==> src/rtl/cla_pkg.sv <==
// Shared types and helpers for the sequential nibble-sliced CLA adder.
package cla_pkg;

  localparam int unsigned NIB = 4;

  typedef enum logic [1:0] {
    IDLE = 2'd0,
    RUN  = 2'd1,
    DONE = 2'd2
  } cla_state_t;

  function automatic int unsigned nslices(input int unsigned width);
    return width / NIB;
  endfunction

endpackage

==> src/rtl/cla_seq_adder_if.sv <==
// Operand/result handshake bundle between issue logic and the sequential adder.
interface cla_seq_adder_if #(
  parameter int unsigned WIDTH = 16
);
  logic             in_valid;
  logic             in_ready;
  logic [WIDTH-1:0] A;
  logic [WIDTH-1:0] B;
  logic             Cin;
  logic             Sub;
  logic             out_valid;
  logic             out_ready;
  logic [WIDTH-1:0] Sum;
  logic             Cout;
  logic             Ovf;

  modport master (
    output in_valid, A, B, Cin, Sub, out_ready,
    input  in_ready, out_valid, Sum, Cout, Ovf
  );

  modport slave (
    input  in_valid, A, B, Cin, Sub, out_ready,
    output in_ready, out_valid, Sum, Cout, Ovf
  );
endinterface

==> src/rtl/cla_seq_adder_cla4.sv <==
// 4-bit carry-look-ahead adder: the single datapath slice reused every cycle.
module CLA_4bit (
  input  logic [3:0] a,
  input  logic [3:0] b,
  input  logic       cin,
  output logic [3:0] sum,
  output logic       cout
);
  logic [3:0] p;
  logic [3:0] g;
  logic [4:0] c;

  assign p = a ^ b;
  assign g = a & b;

  // Carries flattened from generate/propagate; no ripple between bits.
  assign c[0] = cin;
  assign c[1] = g[0] | (p[0] & cin);
  assign c[2] = g[1] | (p[1] & g[0]) | (p[1] & p[0] & cin);
  assign c[3] = g[2] | (p[2] & g[1]) | (p[2] & p[1] & g[0]) | (p[2] & p[1] & p[0] & cin);
  assign c[4] = g[3] | (p[3] & g[2]) | (p[3] & p[2] & g[1]) | (p[3] & p[2] & p[1] & g[0])
              | (p[3] & p[2] & p[1] & p[0] & cin);

  assign sum  = p ^ c[3:0];
  assign cout = c[4];
endmodule

==> src/rtl/cla_seq_adder.sv <==
// Multi-cycle add/subtract: one CLA_4bit walks the operands LSB nibble first,
// the inter-slice carry living in carry_q.
module cla_seq_adder
  import cla_pkg::*;
#(
  parameter int unsigned WIDTH = 16
) (
  input  logic            clk,
  input  logic            rst_n,
  cla_seq_adder_if.slave  bus
);
  localparam int unsigned NS  = nslices(WIDTH);
  localparam int unsigned KW  = (NS > 1) ? $clog2(NS) : 1;
  localparam int unsigned MSB = WIDTH - 1;

  generate
    if ((WIDTH % NIB) != 0 || WIDTH < NIB) begin : g_bad_width
      $error("cla_seq_adder: WIDTH must be a multiple of 4 and at least 4");
    end
  endgenerate

  cla_state_t       state;
  logic [WIDTH-1:0] a_q;
  logic [WIDTH-1:0] b_q;
  logic [WIDTH-1:0] sum_q;
  logic             carry_q;
  logic             ovf_q;
  logic [KW-1:0]    k_q;
  logic             in_ready_q;
  logic             out_valid_q;

  logic [NIB-1:0]   a_nib;
  logic [NIB-1:0]   b_nib;
  logic [NIB-1:0]   cla_sum;
  logic             cla_cout;
  logic             last_slice;

  // Slice mux: shift by k*4 and keep the low nibble.
  assign a_nib      = NIB'(a_q >> {k_q, 2'b00});
  assign b_nib      = NIB'(b_q >> {k_q, 2'b00});
  assign last_slice = (k_q == KW'(NS - 1));

  CLA_4bit u_cla (
    .a    (a_nib),
    .b    (b_nib),
    .cin  (carry_q),
    .sum  (cla_sum),
    .cout (cla_cout)
  );

  always_ff @(posedge clk or negedge rst_n) begin
    if (!rst_n) begin
      state       <= IDLE;
      a_q         <= '0;
      b_q         <= '0;
      sum_q       <= '0;
      carry_q     <= 1'b0;
      ovf_q       <= 1'b0;
      k_q         <= '0;
      in_ready_q  <= 1'b1;
      out_valid_q <= 1'b0;
    end else begin
      case (state)
        IDLE: begin
          // Subtraction is folded into the add: A + ~B + ~borrow.
          if (bus.in_valid && in_ready_q) begin
            a_q        <= bus.A;
            b_q        <= bus.Sub ? ~bus.B : bus.B;
            carry_q    <= bus.Sub ? ~bus.Cin : bus.Cin;
            k_q        <= '0;
            in_ready_q <= 1'b0;
            state      <= RUN;
          end
        end
        RUN: begin
          for (int i = 0; i < int'(NS); i++) begin
            if (k_q == KW'(i)) sum_q[i*NIB +: NIB] <= cla_sum;
          end
          carry_q <= cla_cout;
          if (last_slice) begin
            ovf_q       <= (a_q[MSB] == b_q[MSB]) && (cla_sum[NIB-1] != a_q[MSB]);
            out_valid_q <= 1'b1;
            state       <= DONE;
          end else begin
            k_q <= k_q + KW'(1);
          end
        end
        DONE: begin
          if (bus.out_ready) begin
            out_valid_q <= 1'b0;
            in_ready_q  <= 1'b1;
            state       <= IDLE;
          end
        end
        default: begin
          state       <= IDLE;
          in_ready_q  <= 1'b1;
          out_valid_q <= 1'b0;
        end
      endcase
    end
  end

  assign bus.in_ready  = in_ready_q;
  assign bus.out_valid = out_valid_q;
  assign bus.Sum       = sum_q;
  assign bus.Cout      = carry_q;
  assign bus.Ovf       = ovf_q;

endmodule

==> src/flat_wrapper.sv <==
// flat-port wrapper written by rule: the top's interface ports become plain ports
module cla_seq_adder_flat import cla_pkg::*;
#(
  parameter int unsigned WIDTH = 16
)
  (clk, rst_n, bus_in_valid, bus_A, bus_B, bus_Cin, bus_Sub, bus_out_ready, bus_in_ready, bus_out_valid, bus_Sum, bus_Cout, bus_Ovf);
  cla_seq_adder_if #(.WIDTH(WIDTH)) bus_i ();
  input  logic clk;
  input  logic rst_n;
  input wire logic [$bits(bus_i.in_valid)-1:0] bus_in_valid;
  input wire logic [$bits(bus_i.A)-1:0] bus_A;
  input wire logic [$bits(bus_i.B)-1:0] bus_B;
  input wire logic [$bits(bus_i.Cin)-1:0] bus_Cin;
  input wire logic [$bits(bus_i.Sub)-1:0] bus_Sub;
  input wire logic [$bits(bus_i.out_ready)-1:0] bus_out_ready;
  output wire logic [$bits(bus_i.in_ready)-1:0] bus_in_ready;
  output wire logic [$bits(bus_i.out_valid)-1:0] bus_out_valid;
  output wire logic [$bits(bus_i.Sum)-1:0] bus_Sum;
  output wire logic [$bits(bus_i.Cout)-1:0] bus_Cout;
  output wire logic [$bits(bus_i.Ovf)-1:0] bus_Ovf;
  assign bus_i.in_valid = bus_in_valid;
  assign bus_i.A = bus_A;
  assign bus_i.B = bus_B;
  assign bus_i.Cin = bus_Cin;
  assign bus_i.Sub = bus_Sub;
  assign bus_i.out_ready = bus_out_ready;
  assign bus_in_ready = bus_i.in_ready;
  assign bus_out_valid = bus_i.out_valid;
  assign bus_Sum = bus_i.Sum;
  assign bus_Cout = bus_i.Cout;
  assign bus_Ovf = bus_i.Ovf;
  cla_seq_adder #(.WIDTH(WIDTH)) u_core (.clk(clk), .rst_n(rst_n), .bus(bus_i));
endmodule
==> config.mk <==
export PLATFORM = sky130hd
export DESIGN_NAME = cla_seq_adder_flat
export DESIGN_NICKNAME = d
export VERILOG_FILES = /design/src/rtl/cla_pkg.sv /design/src/rtl/cla_seq_adder_if.sv /design/src/rtl/cla_seq_adder_cla4.sv /design/src/rtl/cla_seq_adder.sv /design/src/flat_wrapper.sv
export SDC_FILE = /design/constraint.sdc
export NUM_CORES = 1
export LEC_CHECK = 0
export ABC_AREA = 1
export BUFFER_PORTS_ARGS = -buffer_cell sky130_fd_sc_hd__buf_2
export CAP_MARGIN = 10
export CORE_ASPECT_RATIO = 0.7
export CORE_MARGIN = 5
export CORE_UTILIZATION = 40
export CTS_BUF_LIST = sky130_fd_sc_hd__clkbuf_4 sky130_fd_sc_hd__clkbuf_8
export CTS_CLUSTER_DIAMETER = 80
export DETAILED_ROUTE_END_ITERATION = 7
export HOLD_SLACK_MARGIN = 0.05
export PLACE_DENSITY_LB_ADDON = 0.2
export SYNTH_ARGS = -nofsm -noshare
export SYNTH_HDL_FRONTEND = slang
export SYNTH_SLANG_ARGS = --single-unit
export TNS_END_PERCENT = 10
==> constraint.sdc <==
create_clock -name clk -period 2.66 [get_ports clk]
set_clock_uncertainty 0.05 [all_clocks]
set_input_delay 0.133 -clock clk [delete_from_list [all_inputs] [get_ports clk]]
set_output_delay 0.133 -clock clk [all_outputs]
set_load 0.05 [all_outputs]
==> results.cfg, run 1 <==
[run_status]
run_status = finished, final reports clean

[setup_path]
critical_path_class = reg2reg
cp-end-kind = flip-flop
worst-endpoint-arrival_ns = 2.52
required_worst_endpoint_ns = 2.82
start_kind = flip-flop
critPathMaxFanout = 13

[timing]
maxSlewHeadroom_pct = 49.82
finalCriticalPeriod_ns = 2.365
finalMaxSlewViolations = 0
final.hold.worst_slack_ns = 0.06148
fmax_mhz = 422.8
worst_slew_pin_slew_ns = 0.7516
fin_setup_tns_ns = 0
final-hold-violation-count = 0
fin_crit_sh_pct = 88.92
timing.final.setup_violations = 0
rsz_0062_raised_after_global_routing = no

[power_and_ir_drop]
ir_worst_vdd_uv = 531.8
power_frac_seq_pct = 32.8
switching_share_pct = 50.35
power.density_cell_area_nw_per_um2 = 1340
power.internal_w = 0.002271
clock_power_share_pct = 10.7
static-leakage-power_nw = 1.766
comb_power_share_pct = 56.5
netSwitchingPower_w = 0.002303

[clock_network]
path_clk_slew_ns = 0.10
clock-root-buffer = clkbuf_8
clock_sinks = 56
cts_max_path_buffers = 2
tritoncts.num_buffers = 5
cts_tree = done
htree_num_levels = 2
clkLatencyLatePin_ns = 0.30

[global_route]
grt_pass1_wl_um = 10940
grt.total_usage_pct = 15.85
grt_pass1_vias = 2198
grt_antenna_before_repair = 0
globalRouteOverflowTotal = 0
grt_max_degree = 48

[detailed_routing]
drt_pass1_iterations = 4
avgRoutedWirePerCell_um = 13.09
routed_wl_um = 6401
dr.first_iter.drc_count = 129
detail_route.vias_per_cell = 4.618
route.antenna.remaining_nets = 0
drc = 0
num_vias = 2258

[synthesis]
synth.net_count = 369
synthDistinctLibCells = 30
avgSynthCellArea_um2 = 8.716
yosys_warnings = 0
synth_sequential_area_ratio_pct = 49.98
postSynthRegisterBits = 56
synthesis.area_um2 = 2806
synthCells = 322

[min_path]
hold_path_class = in2reg

[finish]
syn2layout_area_growth_pct = 21.67
nNetsFinal = 441
num_antenna_cells = 0
final_util_pct = 50.30
final_layout_size_suffix_gt1_share_pct = 22.03

[floorplan]
floorplan.core_area_um2 = 6788
ports_placed_on_the_boundary = 58
die_x_um = 110.1
floorplan.rows = 25
initial_utilization_pct = 41.35
floorplan.die_area_um2 = 8818
floorplan.die.height_um = 80.08

[placement]
globalplace.congestion = 0.7818
number_of_port_buffers = 57
place_hpwl_um = 4718

[flow_run]
timing.max_cap.violations = 0
timing repair:
| item | 4_1_cts | 5_1_grt |
|---|---|---|
| hold endpoints to repair | 44 | 0 |
| resized for setup | 0 | 0 |
| hold buffers | 18 | 0 |
| setup buffers | 0 | 0 |
state kept, by name, indices dropped and copies added, names as in the netlist:
register	flops
u_core.a_q	16
u_core.b_q	16
u_core.bus.Sum	16
u_core.k_q	2
u_core.state	2
u_core.bus.Cout	1
u_core.bus.Ovf	1
u_core.bus.in_ready	1
u_core.bus.out_valid	1
routing by layer:
metal / track usage, % / wire (um)
met5: 0 / 0
met4: 3.690 / 57
met3: 3.293 / 331
met2: 23.79 / 2786
met1: 23.39 / 3225
critical path: stages (launching register included):
cell     delay (ns)
dfrtp_1        0.48
inv_1          0.31
o21ai_0        0.15
o22ai_1        0.19
ha_1           0.30
or2_0          0.20
nand2_1        0.12
nand2_1        0.10
nand2_2        0.14
nand3_1        0.09
nand3_1        0.09
nand2_1        0.05
power groups by stage:
| stage | combinational (W) | sequential (W) | clock (W) |
|---|---|---|---|
| global route | 0.00293 | 0.00155 | 0.000551 |
| detailed placement | 0.00258 | 0.00152 | 0 |
| CTS | 0.00261 | 0.00150 | 0.000512 |
| floorplan | 0.00155 | 0.00191 | 0 |
| global placement | 0.00254 | 0.00151 | 0 |
| finish | 0.00258 | 0.00150 | 0.000491 |
placed cells by master (no fill, tap or decap), types with 3 or more instances in the layout:
cell type      instances
buf_2                 57
dlygate4sd3_1         18
o21ai_1                7
nand3_1               10
dfrtp_1               55
nor2_1                15
nand2_1              114
inv_1                 15
o22ai_1                7
inv_2                  5
clkbuf_8               6
o21ai_0               30
o21ai_2                5
xnor2_1               17
ha_1                   8
nand2_2                3
final timing paths:
kind / startpoint / slack, ns / to / cells past startpoint
hold / removal: bus_B[9] / 0.06 / u_core.b_q[9] / 3
min in group asynchronous: rst_n / 0.35 / u_core.b_q[14] / 2
setup reg to reg: u_core.k_q[1] / 0.29 / u_core.bus.Ovf / 11
setup / recovery: u_core.k_q[1] / 0.29 / u_core.bus.Ovf / 11
max in group asynchronous: rst_n / 1.61 / u_core.a_q[13] / 3
hold reg to reg: u_core.a_q[10] / 0.43 / u_core.a_q[10] / 2
cells in the mapped netlist, drive strengths merged:
library cell  instances  area [um2]
nand2               117       446.7
dfrtp                55        1376
o21ai                42       229.0
inv                  20       75.07
nor2                 18       93.84
xnor2                17       148.9
buf                  13       107.6
nand3                10       50.05
ha                    8       100.1
o22ai                 7       43.79
or2                   3       18.77
a21oi                 2       10.01
a32oi                 2       17.52
xor2                  2       17.52
a31oi                 1       6.260
dfstp                 1       26.28
fa                    1       20.02
nand3b                1       7.510
nand4                 1       6.260
nor3                  1       5.000
logic make-up (layout without fill, tap and decap cells):
logic type,after synthesis,after routing,share of synthesized area [%]
AOI/OAI and AO/OA,54,54,10.92
DFF,56,56,49.98
adders and majority gates,9,9,4.280
xor gates and xnor gates,19,19,5.930
and+or+nand+nor,151,151,22.38
buffers and inverters,33,106,6.509
area by class of cell:
cell class / count / area, um2
Multi-Input combinational cell: 233 / 1221
Fill cell: 680 / 3373
Clock inverter: 2 / 15.01
Inverter: 20 / 75.07
Sequential cell: 56 / 1403
Clock buffer: 6 / 82.58
Tap cell: 94 / 117.6
Timing Repair Buffer: 78 / 500.5
per-stage QoR:
step,area (um2),total power [W],setup WS [ns],cells
final,3415,0.004574,0.2947,489
after global routing,3415,0.005032,0.01686,489
after CTS,3415,0.004625,0.2956,489
after detailed placement,3137,0.004100,0.3363,463
after global placement,3137,0.004055,0.3901,463
after floorplan,2806,0.003463,0.5624,322
No activity file was read; power rests on OpenSTA's default activity.
==> run 2: changes to the inputs <==
--- a/config.mk
+++ b/config.mk
@@ -5,7 +5,7 @@
 export SDC_FILE = /design/constraint.sdc
 export NUM_CORES = 1
 export LEC_CHECK = 0
-export ABC_AREA = 1
+export ABC_AREA = 0
 export BUFFER_PORTS_ARGS = -buffer_cell sky130_fd_sc_hd__buf_2
 export CAP_MARGIN = 10
 export CORE_ASPECT_RATIO = 0.7
==> run 2 against run 1 <==
  * Power fell by 7.6%
  * Clock-buffer cell count up 2
  * Via count shrank 15%
  * Setup slack got worse by 0.093 ns
  * Routed wire length fell by 8.5%
  * Combinational power is 14% lower
  * Clock power up 1%
  * Core utilization rose by 1.4 points
  * Critical path type unchanged
  * Non-clock buffer count grew 12
  * Largest power group unchanged
  * Final area grew 1.9%
  * Critical path depth down 4
  * Sequential share of layout area fell by 0.73 points
==> results.cfg, run 2 <==
[clock_network]
cts_tree = done
clock_sinks = 56
clock-root-buffer = clkbuf_8
cts_max_path_buffers = 2
clkLatencyLatePin_ns = 0.31
htree_num_levels = 2
path_clk_slew_ns = 0.09
tritoncts.num_buffers = 5

[power_and_ir_drop]
netSwitchingPower_w = 0.001824
power.density_cell_area_nw_per_um2 = 1214
comb_power_share_pct = 52.9
power_frac_seq_pct = 35.3
power.internal_w = 0.002400
ir_worst_vdd_uv = 479.0
switching_share_pct = 43.18
static-leakage-power_nw = 1.657
clock_power_share_pct = 11.8

[setup_path]
rr_startpoint = u_core.k_q[0]
crit_path_cell_trace = buf_12, mux4_2, ha_1, a211oi_1, o21ai_1, nand4_1, or3b_1
critical_path_class = reg2reg
r2r_setup_slack_ns = 0.20
max_stage_delay_ns = 0.51
regToRegEndpoint = u_core.bus.Ovf
timing.critical_path.from = u_core.k_q[0]
required_worst_endpoint_ns = 2.81
critical_path.slowest_cell = mux4_2
worst-endpoint-arrival_ns = 2.61
reg2reg_depth = 7
critPathMaxFanout = 5
cp-end-kind = flip-flop
start_kind = flip-flop

[finish]
final_util_pct = 51.74
num_antenna_cells = 0
most-common-layout-cells = 57 x buf_2, 54 x dfrtp_1, 24 x nor2_1, 24 x dlygate4sd3_1, 20 x nand2_1
syn2layout_area_growth_pct = 26.87
nNetsFinal = 361
finish.cell_count_without_fillers = 409
final_layout_size_suffix_gt1_share_pct = 33.65
regArea_um2 = 1404
final_common_cell = buf_2
multiInputGateArea_um2 = 1229
number_of_fillers_in_the_final_layout = 624

[min_path]
hold_path_depth = 3
hold_path.startpoint = bus_B[3]
hold_path_class = in2reg
timing.hold.worst_endpoint = u_core.b_q[3]

[floorplan]
ports_placed_on_the_boundary = 58
initial_utilization_pct = 40.78
floorplan.die_area_um2 = 8639
floorplan.core_area_um2 = 6725
floorplan.die.height_um = 79.28
floorplan.rows = 25
die_x_um = 109.0

[synthesis]
synthesis.area_um2 = 2743
synth_sequential_area_ratio_pct = 51.14
yosysTopAreaCell = dfrtp_1
top_cells_by_area_synth = dfrtp_1 50%, mux2_4 8.2%, mux4_2 6.6%
postSynthRegisterBits = 56
synthDistinctLibCells = 33
synth.net_count = 275
post_synth_most_frequent_cells = 55 x dfrtp_1, 24 x nor2_1, 20 x nand2_1
synth_largest_type_area_fraction_pct = 50.18
ys_dominant_reg_cell = dfrtp_1
avgSynthCellArea_um2 = 12.03
synth-edff-count = 0
synthCells = 228
yosysMostFrequentCell = dfrtp_1
synthArstFlopShare_pct = 100.0
yosys_warnings = 0

[detailed_routing]
dr.first_iter.drc_count = 66
drt_pass1_iterations = 4
num_vias = 1913
detail_route.vias_per_cell = 4.677
drc = 0
routed_wl_um = 5857
route.antenna.remaining_nets = 0
avgRoutedWirePerCell_um = 14.32

[placement]
number_of_port_buffers = 57
dp.cells = 376
place_hpwl_um = 4205
globalplace.congestion = 0.8087

[global_route]
grt.total_usage_pct = 14.75
grt_pass1_vias = 1985
globalRouteOverflowTotal = 0
grt_pass1_wl_um = 9729
grt_max_degree = 27
grt_antenna_before_repair = 0

[run_status]
run_status = finished, final reports clean

[timing]
timing.final.setup_violations = 0
fmax_mhz = 406.8
final-hold-violation-count = 0
fin_setup_tns_ns = 0
maxSlewHeadroom_pct = 51.66
worst_slew_pin_slew_ns = 0.7251
rsz_0062_raised_after_global_routing = no
final.hold.worst_slack_ns = 0.06062
fin_crit_sh_pct = 92.40
finalCriticalPeriod_ns = 2.458
finalMaxSlewViolations = 0

[flow_run]
timing.max_cap.violations = 0
## run 2: critical path: cells and delay by family, from the launching register on
| kind | cells | cell delay (ns) |
|---|---|---|
| AND/OR/NAND/NOR | 2 | 0.45 |
| adder cells (fa/ha/maj) | 1 | 0.30 |
| multiplexers | 1 | 0.51 |
| AO/OA/AOI/OAI | 2 | 0.49 |
| buffers and inverters | 1 | 0.13 |
| flip-flops | 1 | 0.42 |
## run 2: logic make-up after synthesis
family / Yosys count / synth area share, %
and+or+nand+nor: 54 / 8.577
muxes: 29 / 17.24
adders and majority gates: 9 / 4.380
buffers and inverters: 18 / 4.060
DFF: 56 / 51.14
xor gates and xnor gates: 18 / 5.748
AOI/OAI and AO/OA: 44 / 8.851
## run 2: repair_timing
action | 4_1_cts | 5_1_grt
endpoints found under the setup margin | 1 | 1
hold buffers | 24 | 0
hold endpoints to repair | 38 | 0
gates resized for setup | 1 | 0
cloned | 0 | 0
buffers inserted | 0 | 1
## run 2: per-stage QoR
stage          setup WS [ns]  area, um2  total power (W)
2_1_floorplan         0.1755       2743         0.003102
5_1_grt              0.06682       3480         0.004543
4_1_cts               0.1122       3460         0.004233
6_report              0.2020       3480         0.004224
3_3_place_gp          0.1031       3120         0.003647
3_5_place_dp         0.01106       3120         0.003681
## run 2: final cells by class
class                      count  area share (%)
sequential                    56           40.35
multi-input combinational    154           35.31
tap                           94           3.380
clock buffer                   8           2.805
timing repair buffer          90           17.40
inverter                       7          0.7551
## run 2: power by group through the flow
stage	clock [W]	combinational (W)	sequential, W
CTS	0.000518	0.00221	0.00151
finish	0.000497	0.00223	0.00149
floorplan	0	0.00127	0.00183
global placement	0	0.00212	0.00153
global route	0.000543	0.00245	0.00155
detailed placement	0	0.00216	0.00152
## run 2: layer usage
metal  vias to the layer above  GRT usage, %  wire (um)
met4                         0         4.918         74
met3                         7         3.737        269
met1                       911         22.42       3143
met2                        38         20.22       2369
met5                         -             0          0
li1                        957             -          -
## run 2: worst max path at each step
stage | slack, ns | cells past startpoint | to
3_3_place_gp | 0.10 | 7 | u_core.bus.Ovf
5_1_grt | 0.07 | 7 | u_core.bus.Ovf
6_report | 0.20 | 7 | u_core.bus.Ovf
4_1_cts | 0.11 | 7 | u_core.bus.Ovf
3_5_place_dp | 0.01 | 7 | u_core.bus.Ovf
2_1_floorplan | 0.18 | 7 | u_core.bus.Ovf
==> run 3: changes to the inputs <==
--- a/config.mk
+++ b/config.mk
@@ -8,7 +8,6 @@
 export ABC_AREA = 0
 export BUFFER_PORTS_ARGS = -buffer_cell sky130_fd_sc_hd__buf_2
 export CAP_MARGIN = 10
-export CORE_ASPECT_RATIO = 0.7
 export CORE_MARGIN = 5
 export CORE_UTILIZATION = 40
 export CTS_BUF_LIST = sky130_fd_sc_hd__clkbuf_4 sky130_fd_sc_hd__clkbuf_8
==> run 3 against run 2 <==
  * Combinational power is 4% lower
  * Power is 0.86% lower
  * Die area is 0.31% lower
  * Core utilization is 1.3 points lower
  * Via count is 3.7% lower
  * Cell count is 5.6% lower
  * Largest cell class unchanged
  * Highest routed layer unchanged
==> results.cfg, run 3 (synthesized netlist as in run 2, its figures left out) <==
[run_status]
run_status = finished, final reports clean

[finish]
final_layout_size_suffix_gt1_share_pct = 33.33
final_common_cell = buf_2
nNetsFinal = 352
final_util_pct = 50.48
syn2layout_area_growth_pct = 23.68
most-common-layout-cells = 57 x buf_2, 55 x dfrtp_1, 24 x nor2_1
num_antenna_cells = 0

[clock_network]
cts_resized = 0
tritoncts.num_buffers = 5
htree_num_levels = 2
clock_sinks = 56
clkLatencyLatePin_ns = 0.30
cts_max_path_buffers = 2
cts_tree = done
path_clk_slew_ns = 0.10
clock-root-buffer = clkbuf_8

[timing]
rsz_0062_raised_after_global_routing = no
finalCriticalPeriod_ns = 2.429
fmax_mhz = 411.6
timing.final.setup_violations = 0
final-hold-violation-count = 0
worst_slew_pin_slew_ns = 0.6684
fin_setup_tns_ns = 0
finalMaxSlewViolations = 0
fin_crit_sh_pct = 91.33
maxSlewHeadroom_pct = 55.44

[setup_path]
worst-endpoint-arrival_ns = 2.57
regToRegEndpoint = u_core.bus.Ovf
rr_startpoint = u_core.k_q[0]
r2r_setup_slack_ns = 0.23
cp-end-kind = flip-flop
reg2reg_depth = 7
critical_path_class = reg2reg
start_kind = flip-flop
required_worst_endpoint_ns = 2.80
critPathMaxFanout = 7

[global_route]
globalRouteOverflowTotal = 0
grt_pass1_wl_um = 9742
grt.total_usage_pct = 14.16
grt_pass1_vias = 1998
grt_antenna_before_repair = 0
grt_max_degree = 30

[placement]
globalplace.congestion = 0.8618
place_hpwl_um = 4198
number_of_port_buffers = 57

[min_path]
timing.hold.worst_endpoint = u_core.b_q[14]
hold_path_class = in2reg
hold_path_depth = 3
hold_path.startpoint = bus_B[14]

[floorplan]
floorplan.die_area_um2 = 8613
floorplan.die.height_um = 92.81
floorplan.core_area_um2 = 6719
die_x_um = 92.81
floorplan.rows = 30
initial_utilization_pct = 40.82
ports_placed_on_the_boundary = 58

[detailed_routing]
routed_wl_um = 5501
detail_route.vias_per_cell = 4.772
drc = 0
drt_pass1_iterations = 4
num_vias = 1842
avgRoutedWirePerCell_um = 14.25
route.antenna.remaining_nets = 0
dr.first_iter.drc_count = 48

[power_and_ir_drop]
static-leakage-power_nw = 1.626
ir_worst_vdd_uv = 431.0
power.density_cell_area_nw_per_um2 = 1235

[flow_run]
timing.max_cap.violations = 0
-- run 3: changes by cell type in the layout (fill, tap and decap cells not counted) --
cell	previous run	this run
clkbuf_4	2	1
dfrtp_1	54	55
clkinv_2	0	1
dlygate4sd3_1	24	18
bufinv_16	0	1
buf_4	8	5
clkbuf_8	6	5
dfrtp_2	1	0
-- run 3: worst max path at each step --
stage	from	endpoint	slack, ns
after floorplan	u_core.k_q[0]	u_core.bus.Ovf	0.18
final	u_core.k_q[0]	u_core.bus.Ovf	0.23
after detailed placement	u_core.k_q[0]	u_core.bus.Ovf	0.22
after global routing	u_core.k_q[1]	u_core.bus.Ovf	0.04
after global placement	u_core.k_q[0]	u_core.bus.Ovf	0.28
after CTS	u_core.k_q[0]	u_core.bus.Ovf	0.21
-- run 3: metal layers --
layer / vias up / part of all wire [%] / GRT usage [%]
met5: - / 0 / 0
met4: 0 / 0.80 / 4.518
met3: 4 / 4.1 / 2.843
met2: 46 / 46 / 22.20
met1: 853 / 49 / 19.72
li1: 939 / - / -
-- run 3: timing repair --
action | CTS | global route
endpoints found under the hold margin | 44 | 0
buffers inserted | 0 | 0
hold buffers | 18 | 0
-- run 3: layout make-up --
type	count	area, um2
clock buffers	6	76.32
clock inverters	2	35.03
fillers	632	3327
inverters	7	26.28
multi-input cells	154	1229
flip-flops and latches	56	1403
well taps	80	100.1
repair buffers	81	523.0
-- run 3: worst max-delay path, cell delays in order (launching register included) --
cell,delay (ns)
dfrtp_1,0.35
buf_4,0.17
mux4_2,0.55
ha_1,0.31
a211oi_1,0.30
o21ai_1,0.15
nand4_1,0.10
or3b_1,0.34
-- run 3: per-stage QoR --
step / instances / hold WS (ns) / instance area (um2) / power [W] / worst slack [ns]
2_1_floorplan: 228 / -0.2126 / 2743 / 0.003102 / 0.1755
3_3_place_gp: 360 / 0.1597 / 3100 / 0.003625 / 0.2831
3_5_place_dp: 360 / 0.1607 / 3100 / 0.003672 / 0.2202
4_1_cts: 386 / 0.05193 / 3392 / 0.004253 / 0.2068
5_1_grt: 386 / 0.05664 / 3392 / 0.004572 / 0.04323
6_report: 386 / 0.06195 / 3392 / 0.004188 / 0.2306
-- run 3: power breakdown --
group	internal, W	switching [W]
Clock	0.000290	0.000261
Combinational	0.000890	0.00125
Sequential	0.00123	0.000269
